## src/rtl/serial_tx_ctrl_if.sv

```systemverilog
`default_nettype none
// ============================================================================
//  Module      : serial_tx_ctrl_if
//  Description : Bundles the transmit request/status and port-4 strobe
//                signals exchanged with the serial transmit sequencer.
//  Revision    : 1.0  initial release
// ============================================================================
interface serial_tx_ctrl_if;
    logic start;
    logic serial_in;
    logic Lo4;
    logic Sr;
    logic tx_line;
    logic busy;
    logic done;

    modport master (
        output start,
        output serial_in,
        input  Lo4,
        input  Sr,
        input  tx_line,
        input  busy,
        input  done
    );

    modport slave (
        input  start,
        input  serial_in,
        output Lo4,
        output Sr,
        output tx_line,
        output busy,
        output done
    );
endinterface
`default_nettype wire

```

## src/rtl/serial_tx_ctrl.sv

```systemverilog
`default_nettype none
// ============================================================================
//  Module      : serial_tx_ctrl
//  Description : Port-4 serial transmit sequencer: loads the port register,
//                paces shift strobes at BAUD_DIV cycles per bit and drives
//                the serial line. Define SERIAL_FRAME_EN for start/stop bits.
//  Revision    : 1.0  initial release
// ============================================================================
module serial_tx_ctrl #(
    parameter int BAUD_DIV = 4,
    parameter int NBITS    = 8
) (
    input  wire logic         CLK,
    input  wire logic         CLR,
    serial_tx_ctrl_if.slave   bus
);

    localparam int c_BCNT_W = (BAUD_DIV > 1) ? $clog2(BAUD_DIV) : 1;
    localparam int c_NBIT_W = (NBITS > 1) ? $clog2(NBITS) : 1;
    localparam logic [c_BCNT_W-1:0] c_BMAX = c_BCNT_W'(BAUD_DIV - 1);
    localparam logic [c_NBIT_W-1:0] c_NMAX = c_NBIT_W'(NBITS - 1);
    localparam logic [c_BCNT_W-1:0] c_BONE = c_BCNT_W'(1);
    localparam logic [c_NBIT_W-1:0] c_NONE = c_NBIT_W'(1);

    typedef enum logic [2:0] {
        S_IDLE  = 3'd0,
        S_LOAD  = 3'd1,
`ifdef SERIAL_FRAME_EN
        S_START = 3'd2,
        S_STOP  = 3'd4,
`endif
        S_DATA  = 3'd3,
        S_DONE  = 3'd5
    } state_t;

    state_t                r_state;
    state_t                w_state_nxt;
    logic [c_BCNT_W-1:0]   r_bcnt;
    logic [c_BCNT_W-1:0]   w_bcnt_nxt;
    logic [c_NBIT_W-1:0]   r_nbit;
    logic [c_NBIT_W-1:0]   w_nbit_nxt;

    logic w_bwrap;
    logic w_last_bit;
    logic w_lo4;
    logic w_sr;
    logic w_tx;
    logic w_busy;
    logic w_done;

    assign w_bwrap    = (r_bcnt == c_BMAX);
    assign w_last_bit = (r_nbit == c_NMAX);

    always_ff @(posedge CLK or posedge CLR) begin
        if (CLR) begin
            r_state <= S_IDLE;
            r_bcnt  <= '0;
            r_nbit  <= '0;
        end else begin
            r_state <= w_state_nxt;
            r_bcnt  <= w_bcnt_nxt;
            r_nbit  <= w_nbit_nxt;
        end
    end

    // Outputs decode from registered state only, so CLR forces them at once.
    always_comb begin
        w_state_nxt = r_state;
        w_bcnt_nxt  = r_bcnt;
        w_nbit_nxt  = r_nbit;
        w_lo4       = 1'b0;
        w_sr        = 1'b0;
        w_tx        = 1'b1;
        w_busy      = 1'b1;
        w_done      = 1'b0;

        case (r_state)
            S_IDLE: begin
                w_busy = 1'b0;
                if (bus.start) begin
                    w_state_nxt = S_LOAD;
                end
            end

            S_LOAD: begin
                w_lo4      = 1'b1;
                w_bcnt_nxt = '0;
                w_nbit_nxt = '0;
`ifdef SERIAL_FRAME_EN
                w_state_nxt = S_START;
`else
                w_state_nxt = S_DATA;
`endif
            end

`ifdef SERIAL_FRAME_EN
            S_START: begin
                w_tx       = 1'b0;
                w_bcnt_nxt = w_bwrap ? '0 : r_bcnt + c_BONE;
                if (w_bwrap) begin
                    w_state_nxt = S_DATA;
                end
            end

            S_STOP: begin
                w_bcnt_nxt = w_bwrap ? '0 : r_bcnt + c_BONE;
                if (w_bwrap) begin
                    w_state_nxt = S_DONE;
                end
            end
`endif

            S_DATA: begin
                w_tx       = bus.serial_in;
                w_bcnt_nxt = w_bwrap ? '0 : r_bcnt + c_BONE;
                // The last bit is already on serial_in, so it needs no shift.
                if (w_bwrap) begin
                    if (!w_last_bit) begin
                        w_sr       = 1'b1;
                        w_nbit_nxt = r_nbit + c_NONE;
                    end else begin
                        w_nbit_nxt = '0;
`ifdef SERIAL_FRAME_EN
                        w_state_nxt = S_STOP;
`else
                        w_state_nxt = S_DONE;
`endif
                    end
                end
            end

            S_DONE: begin
                w_done      = 1'b1;
                w_state_nxt = S_IDLE;
            end

            default: begin
                w_busy      = 1'b0;
                w_state_nxt = S_IDLE;
            end
        endcase
    end

    assign bus.Lo4     = w_lo4;
    assign bus.Sr      = w_sr;
    assign bus.tx_line = w_tx;
    assign bus.busy    = w_busy;
    assign bus.done    = w_done;

endmodule
`default_nettype wire
```

## src/flat_wrapper.sv

```systemverilog
// flat-port wrapper written by rule: the top's interface ports become plain ports
module serial_tx_ctrl_flat 
#(
    parameter int BAUD_DIV = 4,
    parameter int NBITS    = 8
)
  (CLK, CLR, bus_start, bus_serial_in, bus_Lo4, bus_Sr, bus_tx_line, bus_busy, bus_done);
  serial_tx_ctrl_if bus_i ();
  input  wire logic CLK;
  input  wire logic CLR;
  input wire logic [$bits(bus_i.start)-1:0] bus_start;
  input wire logic [$bits(bus_i.serial_in)-1:0] bus_serial_in;
  output wire logic [$bits(bus_i.Lo4)-1:0] bus_Lo4;
  output wire logic [$bits(bus_i.Sr)-1:0] bus_Sr;
  output wire logic [$bits(bus_i.tx_line)-1:0] bus_tx_line;
  output wire logic [$bits(bus_i.busy)-1:0] bus_busy;
  output wire logic [$bits(bus_i.done)-1:0] bus_done;
  assign bus_i.start = bus_start;
  assign bus_i.serial_in = bus_serial_in;
  assign bus_Lo4 = bus_i.Lo4;
  assign bus_Sr = bus_i.Sr;
  assign bus_tx_line = bus_i.tx_line;
  assign bus_busy = bus_i.busy;
  assign bus_done = bus_i.done;
  serial_tx_ctrl #(.BAUD_DIV(BAUD_DIV), .NBITS(NBITS)) u_core (.CLK(CLK), .CLR(CLR), .bus(bus_i));
endmodule
```

## config.mk

```make
export PLATFORM = sky130hd
export DESIGN_NAME = serial_tx_ctrl_flat
export DESIGN_NICKNAME = d
export VERILOG_FILES = /design/src/rtl/serial_tx_ctrl_if.sv /design/src/rtl/serial_tx_ctrl.sv /design/src/flat_wrapper.sv
export SDC_FILE = /design/constraint.sdc
export NUM_CORES = 1
export LEC_CHECK = 0
export BUFFER_PORTS_ARGS = -buffer_cell sky130_fd_sc_hd__buf_2
export CAP_MARGIN = 20
export CORE_AREA = 2 2 39 41
export DETAILED_ROUTE_END_ITERATION = 7
export DIE_AREA = 0 0 41 43
export GPL_ROUTABILITY_DRIVEN = 0
export PLACE_DENSITY = 0.58
export SETUP_SLACK_MARGIN = 0.4
export SLEW_MARGIN = 20
export SYNTH_ARGS = -nofsm -noshare
export SYNTH_HDL_FRONTEND = slang
export SYNTH_SLANG_ARGS = --single-unit
```

## constraint.sdc

```tcl
create_clock -name CLK -period 1.95 [get_ports CLK]
set_input_delay 0.0975 -clock CLK [delete_from_list [all_inputs] [get_ports CLK]]
set_output_delay 0.0975 -clock CLK [all_outputs]
set_load 0.03 [all_outputs]
```

# Word level (Yosys, flattened, before mapping)

Cells that the tools add are included.

Bits of input ports: 4
Logic and storage cells: 34
Flip-flop bits (word level): 8
Output and inout bits: 5

Reductions and logical operators: 5
Equal/unequal tests: 8
Multiplexer cells: 16
Add/sub/neg operators: 2

Operators by type and width:

| cell                | number |
|---|---|
| $mux 3              | 5 |
| $pmux 3 s3          | 1 |
| $mux 1              | 7 |
| $eq 3x3->1 const B  | 2 |
| $pmux 3 s2          | 1 |
| $ne 2x1->1 const B  | 2 |
| $pmux 2 s2          | 1 |
| $add 3x1->3 const B | 1 |
| $eq 3x1->1 const B  | 1 |
| $eq 3x2->1 const B  | 1 |
| $logic_not 3->1     | 1 |
| $reduce_and 3->1    | 1 |
| $reduce_or 3->1     | 1 |
| $add 2x1->2 const B | 1 |
| $eq 2x2->1 const B  | 1 |
| $mux 2              | 1 |
| $ne 2x2->1 const B  | 1 |
| $reduce_and 2->1    | 1 |
| $reduce_bool 2->1   | 1 |

# Depth between registers and ports, before layout

Gate-level depths: netlist of the first run.

Depth after elaboration: 4
Gate-level depth with buffers: 4
Gate-level depth less buffers: 4

# Least setup slack after synthesis of the first run

Ideal clock, no wire load.

Path type: reg2reg
From: reg u_core.r_nbit[0]
To: reg u_core.r_nbit[0]
Buffers on the path: 0
Stages on the path, launching flop included: 5
Required time: 1883 ps
Slack: 383 ps
Clock period less this slack: 1567 ps
Library setup time: 67 ps
Arrival: 1501 ps
Cells stage by stage: dfrtp_1 -> ha_1 -> ha_1 -> nor3_2 -> mux2_4

Cells in the longest elaborated chain, start to end: 4
Elaborated cells on any way between the ends: 5
Those cells by class: 1 x add/sub; 1 x eq/ne; 3 x mux

Ends and longest elaborated chain:

| item                                      | line                                        | source |
|---|---|---|
| start: declaration                        | serial_tx_ctrl.sv:40                        | `logic [c_NBIT_W-1:0] r_nbit;` |
| start signal: assignment                  | serial_tx_ctrl.sv:62                        | `r_nbit <= w_nbit_nxt;` |
| $add 3x1->3 or $eq 3x3->1 (tied branches) | serial_tx_ctrl.sv:120, serial_tx_ctrl.sv:52 |  |
| $mux 3 *                                  | serial_tx_ctrl.sv:118                       | `if (!w_last_bit) begin` |
| $mux 3 *                                  | serial_tx_ctrl.sv:117                       | `if (w_bwrap) begin` |
| $pmux 3 s2 *                              | serial_tx_ctrl.sv:77                        | `case (r_state)` |

Mark *: on every way between the ends. The rest lies on a longest branch, timed or not. The select of a mux whose other input is x is not followed.
A chain may end at the register's enable or synchronous reset.

# Worst setup path in the final report of the first run

From: reg u_core.r_nbit[0]
To: out bus_Sr

Cells in the longest elaborated chain, start to end: 4

Ends and longest elaborated chain:

| item             | line                  | source |
|---|---|---|
| $eq 3x3->1       | serial_tx_ctrl.sv:52  | `assign w_last_bit = (r_nbit == c_NMAX);` |
| $mux 1           | serial_tx_ctrl.sv:118 |  |
| $mux 1           | serial_tx_ctrl.sv:117 |  |
| $mux 1           | serial_tx_ctrl.sv:77  |  |
| end: declaration | flat_wrapper.sv:14    | `output wire logic [$bits(bus_i.Sr)-1:0] bus_Sr;` |

No other way between the ends.

==> results of run 1 <==
==> cell usage in the layout, fill, tap and decap left out, types with 2 or more instances in the layout <==
master,Yosys,layout
nand2_1,3,3
a22o_2,2,2
buf_2,0,7
nand2b_4,2,2
clkbuf_4,0,3
buf_4,0,2
inv_1,2,2
ha_1,3,2
nor2_1,3,3
dfrtp_1,8,8
==> through the flow <==
step / area (sq um) / hold WS [ps]
final: 527 / 99.6
after global routing: 527 / 125
after CTS: 509 / 105
after detailed placement: 470 / 62.4
after global placement: 470 / 63.5
after floorplan: 422 / -86.8
==> sequential cells by signal (all words and copies together), names as in the netlist <==
signal	cells
u_core.r_state	3
u_core.r_bcnt	2
u_core.r_nbit	3
==> cells by family (layout without fill, tap and decap cells) <==
logic type / after synthesis / count (layout)
simple gates: 14 / 14
flops: 8 / 8
compound gates: 7 / 7
fa+ha+maj: 3 / 3
buf+inv: 3 / 16
mux: 1 / 1
==> synth_stat cells, types with 2 or more instances <==
cell type  n  area [sq um]
dfrtp_1    8           200
ha_1       3          37.5
nand2_1    3          11.3
nor2_1     3          11.3
a22o_2     2          20.0
inv_1      2          7.51
nand2b_4   2          27.5
==> power by group through the flow <==
stage               combinational (mW)  clock (mW)  sequential (mW)
floorplan                        0.322           0            0.272
global placement                 0.364           0            0.281
detailed placement               0.371           0            0.283
CTS                              0.387       0.131            0.280
global route                     0.459       0.144            0.287
finish                           0.403       0.126            0.278
==> layout make-up <==
class,instances,share of cell area (%)
clock buffers,3,4.28
inverters,2,1.43
multi-input cells,25,39.0
flip-flops and latches,8,38.0
well taps,16,3.80
repair buffers,11,13.5
==> tightest hold or removal path: stages <==
cell and delay (ps):
buf_2 70, a21oi_1 50, nor2_1 80
==> final timing paths <==
check                                       start  cells past startpoint  slack, ps                 to
worst max-delay path             u_core.r_nbit[0]                      4        480             bus_Sr
worst min-delay path                    bus_start                      3        100  u_core.r_state[0]
worst max register to register   u_core.r_bcnt[0]                      5        640   u_core.r_nbit[0]
worst min register to register  u_core.r_state[2]                      1        470  u_core.r_state[0]
max in group asynchronous                     CLR                      3       1390   u_core.r_nbit[1]
min in group asynchronous                     CLR                      3        330  u_core.r_state[1]
==> per-layer routing <==
metal  vias up  track usage (%)  wire, um
li1        151                -         -
met1       128             13.0       319
met2         7             13.1       306
met3         0             3.14        35
met4         0             6.00         0
met5         -                0         0
==> repair_timing <==
action	CTS	global route
hold buffers	1	0
setup endpoints to repair	1	1
gates resized for setup	2	1
buffers inserted	0	2
endpoints found under the hold margin	8	0
cloned	0	0
pin swaps	1	1
==> flow_metrics.tcl, run 1 <==
set metrics [dict create \
    crit_family "adder cells" \
    finalHoldViolCount 0 \
    drv_cap 0 \
    crit_chain "ha_1 -> ha_2 -> nor3_4 -> buf_6" \
    ir_drop_uv 637 \
    antenna_found_initial 0 \
    syn_area_per_cell_sq_um 11.5 \
    portBuffers 8 \
    ys_dominant_reg_cell "dfrtp_1" \
    drt_pre_antenna_iters 2 \
    relSlewSlack_pct 80.0 \
    pre_cts_ws_ps 617 \
    grt_overflow 0 \
    report.power.total_uw 808 \
    dpl.cell_count 59 \
    p_leak_nw 0.272 \
    antenna_cells 0 \
    rsz0062_at_grt "no" \
    synthXorXnorAreaFrac_pct 0 \
    setup_ws_ps 479 \
    clkSinkCount 8 \
    fp.coreArea_sq_mm 0.00138 \
    muxShareOfSynthArea_pct 3.61 \
    wire_per_inst_um 10.2 \
    p_int_uw 501 \
    vias_per_cell 4.40 \
    area_growth_pct 26.8 \
    synth-seq-cells 8 \
    swShare_pct 38.0 \
    stdcell_count 65 \
    syn_nets 43 \
    root_buffer "clkbuf_4" \
    status "completed" \
    cts_buffers 3 \
    synth_compound_area_share_pct 12.7 \
    grtUsageTotal_pct 9.74 \
    worst_hold_path_type "input port to flip-flop" \
    p_seq_share_pct 34.5 \
    synth_simple_gate_area_share_pct 22.0 \
    setup_tns_ps 0 \
    path_max_fanout 3 \
    grt_pass1_vias 273 \
    drv_slew 0 \
    max_freq_ghz 0.680 \
    crit_type "flip-flop to primary output" \
    drc 0 \
    grt_max_degree 11 \
    vias 286 \
    final_antenna_net_count 0 \
    drive_above_1_share_pct 44.9 \
    yosysSeqAreaShare_pct 48.2 \
    first_iter_violations 3 \
    p_comb_share_pct 49.9 \
    num_rows 14 \
    cts_tree "built" \
    power_density_mw_per_mm2 1530 \
    netlist_instances 36 \
    ys_warn_count 0 \
    dieArea_sq_mm 0.00176 \
    hpwl_um 484 \
    ctsLongestPathBuffers 2 \
    critPathRequiredTime_ps 1850 \
    clkLatencyLatePin_ps 250 \
    die_x_um 41 \
    tightestPinTransition_ps 299 \
    die_h_um 43 \
    pin_count 9 \
    multiInputGateArea_sq_um 205 \
    ys_async_sr_fraction_pct 100 \
    grt_pass1_wl_um 1130 \
    cts.reportedPaths.clkPinSlew_ps 60 \
    synth_top_family_by_area "simple AND/OR/NAND/NOR gates" \
    crit_path_top_delay_cell "dfrtp_1" \
    end_kind "primary output" \
    path_buf_inv 1 \
    synthAdderAreaFrac_pct 9.04 \
    fin_skew_ps 4.28 \
    totalWireLength_um 661 \
    p_switching_uw 307 \
    synth_edf_count 0 \
    synthDistinctLibCells 20 \
    cp.arrival_ps 1370 \
    finalSetupViolations 0 \
    cpPeakStageDelay_ps 380 \
    power.share.clock_pct 15.6 \
    worstSetupStartpointType "flip-flop" \
    initial_core_util_pct 30.0 \
    finalCritPeriodShare_pct 75.5 \
    nFillCells 134 \
    min_period_ps 1470 \
    ff_latch_area_sq_um 200 \
    nNetsFinal 58 \
    fin_util_pct 38.1 \
    netlist_area_sq_um 415 \
    cts_max_level 1 \
]
No activity file was read; power rests on OpenSTA's default activity.
==> run 2, diff against run 1 <==
- ABC_AREA: default -> 1
- PLACE_DENSITY: 0.58 -> 0.61
- clock period: 1.95 -> 1.25 ns (I/O delays scaled with it)
==> run 2 against run 1 <==
The flow now finishes with violations (negative setup slack). Hold slack improved by 13 ps. Wire length rose by 54%. Sequential power grew 73%. Combinational power grew to 3.5 times the previous value. Largest cell class unchanged.
==> flow_metrics.tcl, run 2 <==
set metrics [dict create \
    status "complete, but fails checks" \
    violations "negative setup slack" \
    grtUsageTotal_pct 15.1 \
    ys_dominant_reg_cell "dfrtp_1" \
    root_buffer "clkbuf_4" \
    path_max_fanout 2 \
    drv_cap 0 \
    cts_tree "built" \
    hold_slack_ps 113 \
    ys_top_cells_by_area "dfrtp_1, nand2_1, ha_1" \
    power_density_mw_per_mm2 2770 \
    synth_compound_area_share_pct 7.14 \
    cts_buffers 3 \
    die_x_um 41 \
    synth_top_cell_area_share_pct 45.7 \
    min-delay-start "bus_start" \
    synth_edf_count 0 \
    ys_warn_count 0 \
    finalHoldViolCount 0 \
    hpwl_um 635 \
    netlist_area_sq_um 438 \
    initial_core_util_pct 31.6 \
    die_h_um 43 \
    reg2reg_slack_ps -70 \
    portBuffers 8 \
    synthDistinctLibCells 17 \
    vias_per_cell 4.65 \
    grt_max_degree 9 \
    yosysSeqAreaShare_pct 45.7 \
    whs_path_depth 5 \
    dieArea_sq_mm 0.00176 \
    rsz0062_at_grt "yes" \
    syn_nets 60 \
    final_antenna_net_count 0 \
    drive_above_1_share_pct 62.7 \
    synth_top_family_by_area "simple AND/OR/NAND/NOR gates" \
    crit_type "flip-flop to primary output" \
    synthTopCellsByCount "nand2_1, inv_1, dfrtp_1, nor2_1" \
    nNetsFinal 84 \
    relSlewSlack_pct 79.6 \
    cp.arrival_ps 1270 \
    yosysMostFrequentCell "nand2_1" \
    wire_per_inst_um 11.2 \
    pin_count 9 \
    first_iter_violations 7 \
    rr_worst_depth 7 \
    setup_tns_ps -298 \
    drv_slew 0 \
    synthAdderAreaFrac_pct 8.57 \
    grt_overflow 0 \
    holdPathEnd "u_core.r_state[0]" \
    max_freq_ghz 0.748 \
    yosys.area.top_type "dfrtp_1" \
    final_cell_mix "buf_6, nand2_1, dfrtp_1" \
    ys_async_sr_fraction_pct 100 \
    end_kind "primary output" \
    vias 423 \
    grt_pass1_vias 383 \
    nFillCells 134 \
    cts_max_level 1 \
    tightestPinTransition_ps 305 \
    fin_skew_ps 4.25 \
    ir_drop_uv 1610 \
    finalSetupViolations 5 \
    cts.reportedPaths.clkPinSlew_ps 50 \
    drt_pre_antenna_iters 4 \
    num_rows 14 \
    clkSinkCount 8 \
    area_growth_pct 72.0 \
    grt_pass1_wl_um 1590 \
    p_leak_nw 0.374 \
    stdcell_count 91 \
    timing.rr.end "u_core.r_nbit[0]" \
    reg_top3 "u_core.r_nbit (3), u_core.r_state (3), u_core.r_bcnt (2)" \
    muxShareOfSynthArea_pct 0 \
    final_common_cell "buf_6" \
    synthXorXnorAreaFrac_pct 0 \
    fp.coreArea_sq_mm 0.00138 \
    pre_cts_ws_ps 135 \
    worstSetupStartpointType "flip-flop" \
    dpl.cell_count 78 \
    antenna_cells 0 \
    fin_area_sq_um 753 \
    antenna_found_initial 0 \
    synth_simple_gate_area_share_pct 27.4 \
    critical_path.startpoint "u_core.r_nbit[1]" \
    syn_area_per_cell_sq_um 8.26 \
    totalWireLength_um 1020 \
    ctsLongestPathBuffers 2 \
    setup_ws_ps -87.3 \
    drc 0 \
    critPathRequiredTime_ps 1190 \
    synth-seq-cells 8 \
    clkLatencyLatePin_ps 260 \
    min_period_ps 1340 \
    finalCritPeriodShare_pct 107 \
    worst_hold_path_type "input port to flip-flop" \
    netlist_instances 53 \
    timing.rr.start "u_core.r_nbit[1]" \
    dpl_cell_area_sq_um 554 \
]
run 2: cell count changes in the layout (fill, tap and decap cells not counted), moves of 3 or more:
cell	delta
buf_6	+11
nand2_1	+7
buf_2	-4
inv_2	+4
nor2_1	-3
nor2_4	+3
run 2: worst max-delay path, stage by stage, from the launching register on:
cell	delay (ps)
dfrtp_1	390
ha_2	200
ha_4	170
nor3_4	110
buf_6	150
run 2: report_power, final:
group          total (mW)  internal, mW  switching, mW  leakage, nW
clock network       0.206         0.110         0.0959       0.0138
logic                1.40         0.679          0.716        0.268
registers           0.482         0.371          0.110       0.0928
run 2: area by class of cell:
class	count	area (sq um)	area share, %
Timing Repair Buffer	20	190	25.2
Sequential cell	8	203	26.9
Tap cell	16	20.0	2.66
Multi-Input combinational cell	34	275	36.5
Inverter	10	42.5	5.65
Clock buffer	3	22.5	2.99
run 2: how the worst max path moves through the flow:
stage | slack [ps] | endpoint | cells past startpoint
after global placement | 150 | bus_Sr | 4
after detailed placement | 140 | bus_Sr | 4
final | -90 | bus_Sr | 4
after global routing | -140 | bus_Sr | 4
after floorplan | 150 | bus_Sr | 5
after CTS | -90 | bus_Sr | 4
run 2: kinds of logic (layout without fill, tap and decap cells):
logic type	after synthesis	in the layout
AOI/OAI and AO/OA	6	6
buffers and inverters	11	33
adders and majority gates	3	3
DFF	8	8
and+or+nand+nor	25	25
run 2: timing repair:
item / in CTS / in global routing
endpoints found under the setup margin: 13 / 13
hold buffers: 1 / 0
pin swaps: 4 / 8
gates resized for setup: 22 / 13
buffers inserted: 5 / 4
hold endpoints to repair: 8 / 0
run 2: routing by layer:
metal	part of all wire [%]	routed length, um	GRT usage (%)
met5	0	0	0
met4	3.3	33	14.0
met3	4.5	46	6.28
met2	52	524	20.0
met1	40	410	17.1
run 2: per-stage QoR:
step / power [mW] / utilization [%]
3_3_place_gp: 1.42 / 40.1
2_1_floorplan: 1.22 / -
5_1_grt: 2.25 / 54.4
6_report: 2.08 / 54.4
3_5_place_dp: 1.44 / 40.1
4_1_cts: 1.89 / 49.5
==> run 3, diff against run 2 <==
- CELL_PAD_IN_SITES_DETAIL_PLACEMENT: default -> 0
- CELL_PAD_IN_SITES_GLOBAL_PLACEMENT: default -> 2
- CORE_AREA: 2 2 39 41 -> default
- CORE_MARGIN: default -> 2
- CORE_UTILIZATION: default -> 25
- DIE_AREA: 0 0 41 43 -> default
- PLACE_DENSITY: 0.61 -> 0.74
==> run 3 against run 2 <==
The flow still finishes with violations (negative setup slack). Sequential share of layout area decreased by 0.22 points. Die area increased by 19%. First-iteration DRC count decreased by 29%. Clock power increased by 3%. Via count increased by 3.8%. Hold slack got worse by 19 ps.
==> flow_metrics.tcl, run 3 (synthesized netlist as in run 2, its figures left out) <==
set metrics [dict create \
    p_seq_share_pct 22.5 \
    ctsLongestPathBuffers 2 \
    cts_buffers 3 \
    clkLatencyLatePin_ps 260 \
    grt_overflow 0 \
    die_x_um 45.9 \
    p_int_mw 1.18 \
    fp.coreArea_sq_mm 0.00169 \
    cts_tree "built" \
    pre_cts_ws_ps 141 \
    timing.rr.end "u_core.r_state[1]" \
    swShare_pct 44.8 \
    worst_hold_path_type "input port to flip-flop" \
    fin_area_sq_um 759 \
    min_period_ps 1340 \
    timing.rr.start "u_core.r_nbit[1]" \
    num_rows 15 \
    end_kind "primary output" \
    area_growth_pct 73.4 \
    ir_drop_uv 1470 \
    drc 0 \
    critical_path.startpoint "u_core.r_nbit[1]" \
    reg2reg_slack_ps -70 \
    wire_per_inst_um 11.8 \
    final_cell_mix "nand2_1, buf_4, buf_6, dfrtp_1, inv_2" \
    drv_cap 0 \
    crit_path_end "bus_Sr" \
    cts.reportedPaths.clkPinSlew_ps 60 \
    violations "negative setup slack" \
    dieArea_sq_mm 0.00210 \
    crit_type "flip-flop to primary output" \
    finalCritPeriodShare_pct 108 \
    rsz0062_at_grt "yes" \
    cts_max_level 1 \
    grt_pass1_wl_um 1730 \
    finalHoldViolCount 0 \
    dpl_cell_area_sq_um 556 \
    grt_pass1_vias 409 \
    p_leak_nw 0.377 \
    nNetsFinal 86 \
    setup_ws_ps -94.7 \
    rr_worst_depth 6 \
    path_max_fanout 2 \
    power.share.clock_pct 10.0 \
    p_comb_share_pct 67.5 \
    hold_slack_ps 94.0 \
    nFillCells 180 \
    cp.arrival_ps 1280 \
    antenna_cells 0 \
    portBuffers 8 \
    p_switching_uw 954 \
    fin_skew_ps 0.968 \
    drv_slew 0 \
    initial_core_util_pct 25.9 \
    first_iter_violations 5 \
    status "complete, but fails checks" \
    reg_top3 "u_core.r_nbit (3), u_core.r_state (3), u_core.r_bcnt (2)" \
    grtUsageTotal_pct 12.4 \
    critPathRequiredTime_ps 1190 \
    finalSetupViolations 4 \
    final_common_cell "nand2_1" \
    final_antenna_net_count 0 \
    vias_per_cell 4.67 \
    power_density_mw_per_mm2 2810 \
    die_h_um 45.9 \
    root_buffer "clkbuf_4" \
    relSlewSlack_pct 77.0 \
    drive_above_1_share_pct 62.3 \
    grt_max_degree 9 \
    clkSinkCount 8 \
    whs_path_depth 5 \
    worstSetupStartpointType "flip-flop" \
    hpwl_um 703 \
    drt_pre_antenna_iters 4 \
    vias 439 \
    report.power.total_mw 2.13 \
    antenna_found_initial 0 \
    totalWireLength_um 1110 \
    max_freq_ghz 0.744 \
    tightestPinTransition_ps 345 \
    pin_count 9 \
]
## run 3: cell types whose count changed in the layout (fill, tap and decap cells not counted), sizes merged
cell and delta:
buf +2
## run 3: stage by stage
step	util, %	cells	setup TNS, ps
2_1_floorplan	-	53	0
5_1_grt	45.0	94	-601
6_report	45.0	94	-316
3_3_place_gp	32.9	79	0
3_5_place_dp	32.9	79	0
4_1_cts	40.4	88	-234
## run 3: per-layer routing
metal  up-vias  track usage [%]  share of wire (%)
met4         0             10.3                2.6
met1       204             16.3                 47
met3         3             2.38                3.4
met5         -                0                  0
li1        220                -                  -
met2        12             16.9                 47
## run 3: worst min-delay path by stage
stage,from,to,slack (ps)
finish,bus_start,u_core.r_state[0],90
floorplan,CLR,u_core.r_bcnt[0],-120
detailed placement,CLR,u_core.r_nbit[2],40
global route,bus_start,u_core.r_state[0],110
global placement,CLR,u_core.r_nbit[2],30
CTS,bus_start,u_core.r_state[0],130
## run 3: critical path, cell delays in order, from the launching register on
cell     delay (ps)
dfrtp_1         390
ha_2            210
ha_4            170
nor3_4          110
buf_6           150
## run 3: layout make-up
type	count	area [sq um]	area share, %
Multi-Input combinational cell	34	283	37.2
Clock buffer	3	22.5	2.97
Sequential cell	8	203	26.7
Tap cell	17	21.3	2.80
Timing Repair Buffer	22	190	25.0
Inverter	10	40.0	5.27
## run 3: timing repair
item / in CTS / in global routing
gates resized for setup: 17 / 12
endpoints found under the hold margin: 8 / 0
hold buffers: 1 / 0
setup endpoints to repair: 13 / 13
buffers inserted: 5 / 6
pin swaps: 6 / 5
## run 3: power by group through the flow
stage | clock (mW) | combinational, mW | sequential [mW]
floorplan | 0 | 0.769 | 0.449
global placement | 0 | 0.986 | 0.467
detailed placement | 0 | 0.988 | 0.472
CTS | 0.218 | 1.20 | 0.470
global route | 0.235 | 1.56 | 0.488
finish | 0.213 | 1.44 | 0.479
